### config.mk
export PLATFORM = sky130hd
export DESIGN_NAME = seg_mux_scheduler
export DESIGN_NICKNAME = d
export VERILOG_FILES = /design/src/rtl/seg_mux_scheduler.sv
export SDC_FILE = /design/constraint.sdc
export NUM_CORES = 1
export LEC_CHECK = 0
export ABC_CLOCK_PERIOD_IN_PS = 3100
export CAP_MARGIN = 20
export CORE_UTILIZATION = 62
export CTS_BUF_LIST = sky130_fd_sc_hd__clkbuf_8
export DETAILED_ROUTE_END_ITERATION = 7
export GPL_TIMING_DRIVEN = 0
export PLACE_DENSITY = 0.86
export RECOVER_POWER = 25
export SLEW_MARGIN = 20
export SYNTH_ARGS = -nofsm -noshare
export SYNTH_HDL_FRONTEND = slang
export SYNTH_SLANG_ARGS = --single-unit
### constraint.sdc
create_clock -name clk_i -period 3.1 [get_ports clk_i]
set_input_delay 0.31 -clock clk_i [delete_from_list [all_inputs] [get_ports clk_i]]
set_output_delay 0.31 -clock clk_i [all_outputs]
set_load 0.03 [all_outputs]
### src/rtl/seg_mux_scheduler.sv
// Time-multiplexed 7-segment driver: scans NUM_DIGITS double-buffered hex digits onto
// one shared segment bus with a blanking gap between digits and optional leading-zero blanking.
module seg_mux_scheduler #(
    parameter int unsigned NUM_DIGITS   = 4,
    parameter int unsigned DWELL_CYCLES = 25000,
    parameter int unsigned BLANK_CYCLES = 250,
    parameter bit          ACTIVE_LOW   = 1'b1,
    localparam int unsigned IDX_W       = $clog2(NUM_DIGITS)
) (
    input  logic                    clk_i,
    input  logic                    rst_n_i,
    input  logic                    enable_i,
    input  logic                    load_i,
    input  logic [4*NUM_DIGITS-1:0] digits_i,
    input  logic                    lzb_en_i,
    output logic [6:0]              seg_o,
    output logic [NUM_DIGITS-1:0]   dig_en_o,
    output logic                    frame_o,
    output logic [IDX_W-1:0]        idx_o
);

    localparam int unsigned MAX_CNT = (DWELL_CYCLES > BLANK_CYCLES) ? DWELL_CYCLES : BLANK_CYCLES;
    localparam int unsigned CNT_W   = $clog2(MAX_CNT + 1);

    localparam logic [CNT_W-1:0]      BLANK_LOAD = CNT_W'(BLANK_CYCLES - 1);
    localparam logic [CNT_W-1:0]      DWELL_LOAD = CNT_W'(DWELL_CYCLES - 1);
    localparam logic [IDX_W-1:0]      LAST_IDX   = IDX_W'(NUM_DIGITS - 1);
    localparam logic [6:0]            SEG_OFF    = {7{ACTIVE_LOW}};
    localparam logic [NUM_DIGITS-1:0] EN_OFF     = {NUM_DIGITS{ACTIVE_LOW}};

    typedef enum logic [1:0] {
        ST_OFF,
        ST_BLANK,
        ST_SHOW
    } state_e;

    state_e                     state_q, state_d;
    logic [CNT_W-1:0]           cnt_q, cnt_d;
    logic [IDX_W-1:0]           idx_q, idx_d;
    logic [6:0]                 seg_q, seg_d;
    logic [NUM_DIGITS-1:0]      en_q, en_d;
    logic                       frame_q, frame_d;
    logic                       frame_start;
    logic [NUM_DIGITS-1:0][3:0] shadow_q;
    logic [NUM_DIGITS-1:0][3:0] display_q;
    logic [NUM_DIGITS-1:0]      lzb_mask;
    logic                       zero_run;

    // Logical segment pattern (1 = lit), A in bit 6 down to G in bit 0.
    function automatic logic [6:0] seg_decode(input logic [3:0] v);
        logic [6:0] s;
        case (v)
            4'h0:    s = 7'h7E;
            4'h1:    s = 7'h30;
            4'h2:    s = 7'h6D;
            4'h3:    s = 7'h79;
            4'h4:    s = 7'h33;
            4'h5:    s = 7'h5B;
            4'h6:    s = 7'h5F;
            4'h7:    s = 7'h70;
            4'h8:    s = 7'h7F;
            4'h9:    s = 7'h7B;
            4'hA:    s = 7'h77;
            4'hB:    s = 7'h1F;
            4'hC:    s = 7'h4E;
            4'hD:    s = 7'h3D;
            4'hE:    s = 7'h4F;
            default: s = 7'h47;
        endcase
        return s;
    endfunction

    // A digit is a leading zero if it and every more-significant digit is zero; digit 0 never is.
    always_comb begin
        lzb_mask = '0;
        zero_run = 1'b1;
        for (int k = int'(NUM_DIGITS) - 1; k >= 1; k--) begin
            zero_run    = zero_run & (display_q[k] == 4'd0);
            lzb_mask[k] = zero_run;
        end
    end

    always_ff @(posedge clk_i or negedge rst_n_i) begin
        if (!rst_n_i) begin
            state_q <= ST_OFF;
            cnt_q   <= '0;
            idx_q   <= '0;
            seg_q   <= SEG_OFF;
            en_q    <= EN_OFF;
            frame_q <= 1'b0;
        end else begin
            state_q <= state_d;
            cnt_q   <= cnt_d;
            idx_q   <= idx_d;
            seg_q   <= seg_d;
            en_q    <= en_d;
            frame_q <= frame_d;
        end
    end

    // Pin values are only recomputed on state transitions so they hold steady within a state.
    always_comb begin
        state_d     = state_q;
        cnt_d       = cnt_q;
        idx_d       = idx_q;
        seg_d       = seg_q;
        en_d        = en_q;
        frame_start = 1'b0;

        if (!enable_i) begin
            state_d = ST_OFF;
            cnt_d   = '0;
            idx_d   = '0;
            seg_d   = SEG_OFF;
            en_d    = EN_OFF;
        end else begin
            case (state_q)
                ST_OFF: begin
                    state_d     = ST_BLANK;
                    cnt_d       = BLANK_LOAD;
                    idx_d       = '0;
                    seg_d       = SEG_OFF;
                    en_d        = EN_OFF;
                    frame_start = 1'b1;
                end
                ST_BLANK: begin
                    if (cnt_q == '0) begin
                        state_d = ST_SHOW;
                        cnt_d   = DWELL_LOAD;
                        en_d    = (NUM_DIGITS'(1) << idx_q) ^ EN_OFF;
                        seg_d   = (lzb_en_i && lzb_mask[idx_q]) ? SEG_OFF
                                : (seg_decode(display_q[idx_q]) ^ SEG_OFF);
                    end else begin
                        cnt_d = cnt_q - CNT_W'(1);
                    end
                end
                ST_SHOW: begin
                    if (cnt_q == '0) begin
                        state_d     = ST_BLANK;
                        cnt_d       = BLANK_LOAD;
                        idx_d       = (idx_q == LAST_IDX) ? '0 : idx_q + IDX_W'(1);
                        seg_d       = SEG_OFF;
                        en_d        = EN_OFF;
                        frame_start = (idx_q == LAST_IDX);
                    end else begin
                        cnt_d = cnt_q - CNT_W'(1);
                    end
                end
                default: begin
                    state_d = ST_OFF;
                    cnt_d   = '0;
                    idx_d   = '0;
                    seg_d   = SEG_OFF;
                    en_d    = EN_OFF;
                end
            endcase
        end
        frame_d = frame_start;
    end

    // Shadow always loads; display updates only at frame start, with a same-cycle load taking priority.
    always_ff @(posedge clk_i or negedge rst_n_i) begin
        if (!rst_n_i) begin
            shadow_q  <= '0;
            display_q <= '0;
        end else begin
            if (load_i) begin
                shadow_q <= digits_i;
            end
            if (frame_start) begin
                display_q <= load_i ? digits_i : shadow_q;
            end
        end
    end

    assign seg_o    = seg_q;
    assign dig_en_o = en_q;
    assign frame_o  = frame_q;
    assign idx_o    = idx_q;

endmodule
* Word level (Yosys, flattened, before mapping)
Memory sizes are Yosys's and may differ from the RTL's.
Cells that the tools add are included.
** Storage, ports and cells
- Bits in registers :: 63
- Memories kept :: 1
- Memory bits (read-only) :: 112
** Memories
- (no name shown) :: depth 16, width 7, rd ports 1, clocked after memory_dff 0, write ports 0, RTL line 52 : case (v)
** Cells by class
- Equality and inequality tests :: 6
- Bitwise gates (word level) :: 4
- Muxes and demuxes :: 32
- Shift-type cells :: 1
- Add/sub/neg operators :: 2
- $lt $le $gt $ge :: 1
- Reduce and logical (&&, ||, !) cells :: 8
** Operators with widths (number)
- 7-bit two-way mux :: 7
- 15-bit two-way mux :: 3
- 15-bit case mux with 3 select lines :: 1
- 16-bit two-way mux :: 1
- 4-bit two-way mux :: 4
- 15-bit logical NOT :: 1
- 15-bit by 1-bit subtractor with 15-bit output, second input constant :: 1
- 7-bit case mux with 2 select lines :: 1
- 4-bit logical NOT :: 3
- 2-bit two-way mux :: 6
- 4-bit binary-select mux with 2-bit select :: 1
- 4-bit case mux with 2 select lines :: 1
- 7-bit NOT :: 1
- 3-bit != test, second input constant :: 2
- 2-bit case mux with 3 select lines :: 1
- 2-bit equality test, second input constant :: 2
- 4-bit NOT :: 1
- 2-bit case mux with 2 select lines :: 1
- 2-bit AND reduction :: 2
- 1-bit by 2-bit << shifter with 4-bit output, first input constant :: 1
- 2-bit by 3-bit < comparator with 1-bit output, second input constant :: 1
- 1-bit two-way mux :: 3
- 2-bit by 1-bit adder with 2-bit output, second input constant :: 1
- 1-bit AND :: 2
- 6 further kinds :: 6

* Longest topological paths before layout
An unclocked memory read counts as a cell.
- Word-level depth :: 11
- Depth in mapped cells :: 10
- Mapped depth without buffers :: 7

* Least setup slack after synthesis
No wires, ideal clock.
- Path type :: reg-to-reg
- Start point :: register idx_q[0] (netlist: idx_o[0])
- End point :: register seg_q[2] (netlist: seg_o[2])
- Library setup time :: 0.073 ns
- Cell stages (with the launch flop) :: 9
- Required time :: 3.027 ns
- Data arrival time :: 2.059 ns
- Buffers on the path :: 1
- Path slack :: 0.968 ns
- Cell sequence :: dfrtp_1 buf_2 mux4_2 inv_1 ha_1 inv_1 o21ai_0 o21ai_0 a21oi_1
** Between the ends
- Cells in the longest elaborated chain, start to end :: 11
- Elaborated cells between the ends (all ways) :: 14
** Ends and longest elaborated chain
- from (decl) :: RTL line 39 : logic [IDX_W-1:0] idx_q, idx_d;
- from (signal assigned) :: RTL line 94 : idx_q <= idx_d;
- 4-bit binary-select mux with 2-bit select :: RTL line 132 : : (seg_decode(display_q[idx_q]) ^ SEG_OFF);
- 4-bit two-way mux (not written as such) :: RTL line 132
- memory read 16 x 7 bit
- 7-bit two-way mux :: RTL line 127 : if (cnt_q == '0) begin
- 7-bit two-way mux :: RTL line 117 : case (state_q)
- 7-bit two-way mux :: RTL line 110 : if (!enable_i) begin
- 7-bit NOT (no source line)
- 7-bit two-way mux * :: RTL line 131 : seg_d = (lzb_en_i && lzb_mask[idx_q]) ? SEG_OFF
- 7-bit two-way mux * :: RTL line 127
- 7-bit case mux with 2 select lines * :: RTL line 117
- 7-bit two-way mux * :: RTL line 110
- to (signal assigned) :: RTL line 95 : seg_q <= seg_d;
- to (decl) :: RTL line 40 : logic [6:0] seg_q, seg_d;
Every way passes the cells marked *; elsewhere a longest branch is shown, timed or not. The select of a mux whose other input is x is not followed.
A chain may end at the register's enable or synchronous reset.

* Worst setup path in the final report
- Start point :: register cnt_q[5]
- End point :: register en_q[2] (netlist: dig_en_o[2])
** Between the ends
- Cells in the longest elaborated chain, start to end :: 3
- Elaborated cells between the ends (all ways) :: 4
** Ends and longest elaborated chain
- from (decl) :: RTL line 38 : logic [CNT_W-1:0] cnt_q, cnt_d;
- from (signal assigned) :: RTL line 93 : cnt_q <= cnt_d;
- 15-bit logical NOT * :: RTL line 127, 138
- 3-bit != test (no source line)
- 2-bit AND reduction (no source line) *
- to (signal assigned) :: RTL line 96 : en_q <= en_d;
- to (decl) :: RTL line 41 : logic [NUM_DIGITS-1:0] en_q, en_d;
Every way passes the cells marked *; elsewhere a longest branch is shown, timed or not.

==> reports/metrics.yaml <==
status:
  outcome: "complete, but fails checks"
  violations: "capacitance limit, slew limit"
synthesis:
  synth.area.mux_share: 0.172
  ys_seq_elements: 63
  synthAdderAreaFrac: 0.0464
  synth-seq-area-share: 0.491
  synth_xor_area_frac: 0.0325
  synth.net_count: 319
  avgSynthCellArea_um2: 11.3
  ys.warnings.count: 0
  syn_area_um2: 3240
  synth_compound_area_frac: 0.0819
  syn_inst: 286
  synthSimpleGateAreaFrac: 0.139
  synth_top_family_by_area: "multiplexers"
  synth_cell_type_count: 45
cells_and_area:
  drive_gt1_frac: 0.199
  layout-area-overhead-vs-synth_pct: 20.0
  fill_cells: 313
  final_core_util: 0.796
  antenna_cells: 0
  final-instance-count-excl-fill: 404
  final_nets: 365
  regArea_um2: 1590
  final_area_um2: 3880
  multi_input_area_um2: 1530
global_routing:
  grt_pass1_vias: 2383
  grt_overflow: 0
  grt_usage: 0.278
  antenna_found_initial: 0
  grt_max_degree: 35
  grt_first_pass_wirelength_um: 11200
sta:
  timing.final.ws_setup_ns: 0.872
  grt_setup_unrepaired: "false"
  setup_tns_ns: 0
  finalCriticalPeriod_ns: 2.23
  finalHoldViolCount: 0
  slew_headroom: -0.0918
  finalCritPeriodShare: 0.719
  clock_skew_ns: 0.00359
  tightest_slew_ns: 1.64
  whs_ns: 0.458
  final_max_slew_viol_count: 30
  setup_viol: 0
  fmax_mhz: 449
run:
  cap_violations: 1
clocking:
  cts_made_buffers: 9
  postCtsHoldBufs: 1
  post-cts-setup-buffers: 0
  clockBufferDepth: 2
  cts_tree: "done"
  clock-sinks: 63
  cts.reportedPaths.clkPinSlew_ns: 0.06
  htreeDepth: 3
  clk_latency_ns: 0.34
  ctsRootBufferMaster: "clkbuf_8"
  cts-resized-gates: 0
worst_setup_path:
  startpoint: "cnt_q[5]$_DFF_PN0_"
  rr_startpoint: "cnt_q[5]$_DFF_PN0_"
  cp.arrival_ns: 2.50
  path_cells: "nor4_2 > and4b_1 > buf_2 > or3_1 > buf_2 > buf_4 > nor2_1 > a21oi_1"
  start_kind: "register"
  cp_common_cell: "buf_2"
  crit_type: "reg -> reg"
  rrSetupSlack_ns: 0.87
  cp.required_ns: 3.37
  reg2reg_to: "dig_en_o[2]$_DFFE_PN1P_"
  worstPathMaxFanout: 10
  crit_end: "dig_en_o[2]$_DFFE_PN1P_"
  crit_slowest_cell: "nor4_2"
  cp-end-kind: "register"
  crit_path_max_incr_delay_ns: 0.57
  r2r_cells: 8
pwr:
  combPwrFrac: 0.215
  p_leak_nw: 1.68
  p_per_area_nw_per_um2: 568
  switchingPower_uw: 623
  intPower_mw: 1.58
  p_seq_frac: 0.454
  total_power_mw: 2.21
  swShare: 0.282
  power.share.clock: 0.331
  ir_drop_v: 0.000417
drt:
  highest_layer: "met4"
  drc: 0
  ant_nets: 0
  vias: 2374
  wl_met2_um: 3080
  avgViaCountPerCell: 5.88
  wl_met3_um: 324
  drtIter0Drc: 144
  wl_met1_um: 2920
  wl_um: 6450
  wl_per_cell_um: 16.0
  first_pass_iters: 6
placed_design:
  place_inst: 387
  io_buffers: 33
  dp_hpwl_um: 4600
  place_area_um2: 3670
  dp_slack_ns: 0.923
  gp_congestion: 0.876
floorplanning:
  start_util: 0.664
  core_area_um2: 4880
  rows: 25
  io_pins: 35
  die_w_um: 74.3
  die_area_um2: 5520
  die_h_um: 74.3
min_path:
  hold_depth: 2
  min-delay-path-class: "in -> reg"
==> synthesized netlist by cell type, drive strengths merged <==
cell,instances,share of area
mux4,5,0.035
dfstp,11,0.089
nand2,15,0.017
o21a,1,0.0023
and2,5,0.0097
xor2,6,0.016
buf,6,0.012
mux2i,4,0.012
inv,15,0.017
and4b,1,0.0031
a21oi,21,0.032
nor4,5,0.012
or3,2,0.0039
ha,12,0.046
nand3,4,0.010
nor3b,4,0.0093
nor4b,1,0.0046
clkbuf,7,0.0081
nand2b,1,0.0019
nand4b,1,0.0073
nor2b,2,0.0039
nand3b,1,0.0023
a2bb2oi,1,0.0027
a31oi,7,0.014
o21ai,15,0.024
and3,2,0.0039
a311oi,1,0.0027
dfrtp,52,0.40
or4,2,0.0058
mux2,33,0.13
xnor2,6,0.016
nor3,5,0.0093
nor2,30,0.035
o22ai,2,0.0039
==> cell type report <==
cell class,count,area share
Timing Repair Buffer,35,0.0911
Tap cell,67,0.0216
Multi-Input combinational cell,195,0.393
Buffer,13,0.0164
Inverter,15,0.0145
Sequential cell,63,0.409
Clock inverter,4,0.0113
Clock buffer,12,0.0425
==> power groups by stage <==
stage               Clock, mW  Combinational (mW)  Sequential (mW)
floorplan                   0               0.338            0.996
global placement            0               0.445             1.01
detailed placement          0               0.467             1.01
CTS                     0.740               0.475             1.00
global route            0.770               0.525             1.01
finish                  0.731               0.474             1.00
==> sequential cells by signal, summed over array words and instances, names as in the netlist <==
name / flops
cnt_q: 15
dig_en_o: 4
display_q: 16
frame_o: 1
idx_o: 2
seg_o: 7
shadow_q: 16
state_q: 2
==> worst min-delay path by stage <==
stage / startpoint / slack (ns) / end
floorplan: rst_n_i / 0.01 / cnt_q[0]$_DFF_PN0_
CTS: rst_n_i / 0.43 / shadow_q[8]$_DFF_PN0_
global route: load_i / 0.50 / shadow_q[5]$_DFF_PN0_
global placement: shadow_q[4]$_DFF_PN0_ / 0.48 / shadow_q[4]$_DFF_PN0_
detailed placement: rst_n_i / 0.26 / shadow_q[8]$_DFF_PN0_
finish: load_i / 0.46 / shadow_q[5]$_DFF_PN0_
==> layer usage <==
metal,up-vias,track usage
li1,1102,-
met1,1176,0.381
met2,86,0.435
met3,10,0.0461
met4,0,0.138
met5,-,0
==> kinds of logic after synthesis <==
| group | after synthesis |
|---|---|
| AOI/OAI and AO/OA | 48 |
| xor gates and xnor gates | 12 |
| adders and majority gates | 12 |
| buffers and inverters | 28 |
| DFF | 63 |
| muxes | 42 |
| and+or+nand+nor | 81 |
==> cell usage in the layout, fill, tap and decap left out, types with 5 or more instances in the layout <==
cell type and count:
dfrtp_1 52, inv_1 16, xor2_1 6, clkbuf_8 12, o21ai_0 13, a31oi_1 7
mux2_2 14, nor2_1 30, mux2_4 9, clkdlybuf4s50_1 32, mux4_2 5, a21oi_1 21
ha_1 12, and2_1 5, clkbuf_1 8, mux2_1 10, xnor2_1 6, nand2_1 15
dfstp_2 11
==> critical path, delay by kind of cell, from the launching register on <==
| family | cells | cell delay, ns |
|---|---|---|
| AO/OA/AOI/OAI | 1 | 0.14 |
| AND/OR/NAND/NOR | 4 | 1.06 |
| flip-flops | 1 | 0.41 |
| buffers and inverters | 3 | 0.55 |
Note: power is estimated with default switching activity, not from simulation.
==> patch, RTL diff (config.mk and constraints unchanged) <==
The parameter `ACTIVE_LOW` goes from 1'b1 to 1'b0.
--- a/src/rtl/seg_mux_scheduler.sv
+++ b/src/rtl/seg_mux_scheduler.sv
@@ -6,3 +6,3 @@
     parameter int unsigned BLANK_CYCLES = 250,
-    parameter bit          ACTIVE_LOW   = 1'b1,
+    parameter bit          ACTIVE_LOW   = 1'b0,
     localparam int unsigned IDX_W       = $clog2(NUM_DIGITS)
Check against the original RTL: not equivalent (Yosys sat finds a counterexample within 4 cycles, from zero or initial values and one cycle with rst_n_i low).
==> patch against the unedited design <==
  * Worst setup slack got worse by 0.35 ns
  * Synthesized area up 4.5%
  * Total power up 3.9%
  * Sequential cell count stayed put
  * Cell area increased by 3.4%
  * Clock power is 1% higher
  * Wire length increased by 10%
  * Synthesized cell count grew 9.4%
  * Critical endpoint is now seg_o[6]
  * Highest routed layer unchanged
==> patch: results (changes against the unedited design) <==
status: "finished, final reports clean"
whs_endpoint: "shadow_q[11]"
worstRegToRegCells: 9  # +1
dp_slack_ns: 0.571  # -0.352 ns
track_usage_pct: 27.8  # -0.052 points
dp_hpwl_um: 4930  # +7.3%
use_met3_pct: 6.88  # +2.3 points
worst_slew_pin_slew_ns: 1.06  # -0.576 ns
yosys-top-cells-count: "dfrtp_1 (63), mux2_2 (29), nor2_1 (28)"
hold_ws_ns: 0.440  # -0.0174 ns
grt_pass1_vias: 2405  # +0.92%
p_sw_share_pct: 30.9  # +2.7 points
synth.distinct_cells: 46  # +2.2%
final.setup_skew_ns: 0.0113  # +0.00769 ns
gp_congestion: 0.871  # -0.54%
via_count: 2580  # +8.7%
dpl.cell_count: 417  # +7.8%
grt_max_degree: 45  # +29%
layout.nets: 392  # +7.4%
drt-total-wl_um: 7100  # +10%
syn-instance-count: 313  # +9.4%
synth.yosys.seq_area_share_pct: 46.6  # -2.5 points
vdd_drop_max_uv: 371  # -11%
r2r_slack_ns: 0.52  # -0.35 ns
n_fill_cell: 327  # +4.5%
r2r-start: "idx_o[0]"
drive_gt1_share_pct: 17.0  # -2.8 points
grt_pass1_wl_um: 11500  # +2.9%
reg2reg_to: "seg_o[6]"
dr.pass1.iters: 4  # -2
met2_usage_pct: 42.6  # -0.96 points
met2_length_um: 3360  # +9.1%
-- patch: cell families after synthesis --
group / count (synthesis) / share of synthesized area [%]
AND/OR/NAND/NOR: 101 / 15.1
flip-flops: 63 / 46.6
AO/OA/AOI/OAI: 51 / 8.95
multiplexers: 47 / 17.8
buffers and inverters: 25 / 3.48
XOR/XNOR: 13 / 3.37
adder cells (fa/ha/maj): 13 / 4.73
-- patch: power groups by stage --
| stage | sequential [mW] | combinational (mW) | clock, mW |
|---|---|---|---|
| floorplan | 0.998 | 0.404 | 0 |
| global placement | 1.01 | 0.517 | 0 |
| detailed placement | 1.02 | 0.539 | 0 |
| CTS | 1.01 | 0.546 | 0.751 |
| global route | 1.02 | 0.600 | 0.787 |
| finish | 1.01 | 0.543 | 0.741 |
-- patch: layout make-up --
class	count	area (um2)	share of cell area (%)
Multi-Input combinational cell	225	1690	42.1
Sequential cell	63	1580	39.3
Timing Repair Buffer	35	339	8.44
Clock buffer	10	138	3.43
Tap cell	70	87.6	2.18
Buffer	15	80.1	1.99
Clock inverter	6	68.8	1.71
Inverter	10	37.5	0.935
-- patch: critical path, stage by stage, from the launching register on --
cell and delay, ns:
dfrtp_1 0.42, buf_2 0.28, mux4_2 0.61, inv_1 0.18, ha_1 0.29, nor4b_1 0.08, nor3_1 0.18, o21ai_0 0.12
a22oi_1 0.21, o21ai_0 0.09
-- patch: worst max path at each step --
stage                  endpoint  cells after the start      from  slack (ns)
floorplan              seg_o[6]                      9  idx_o[0]        0.68
global placement    shadow_q[1]                      1   rst_n_i       -0.29
detailed placement     seg_o[6]                      9  idx_o[0]        0.57
CTS                    seg_o[6]                      9  idx_o[0]        0.53
global route           seg_o[6]                      9  idx_o[0]        0.31
finish                 seg_o[6]                      9  idx_o[0]        0.52
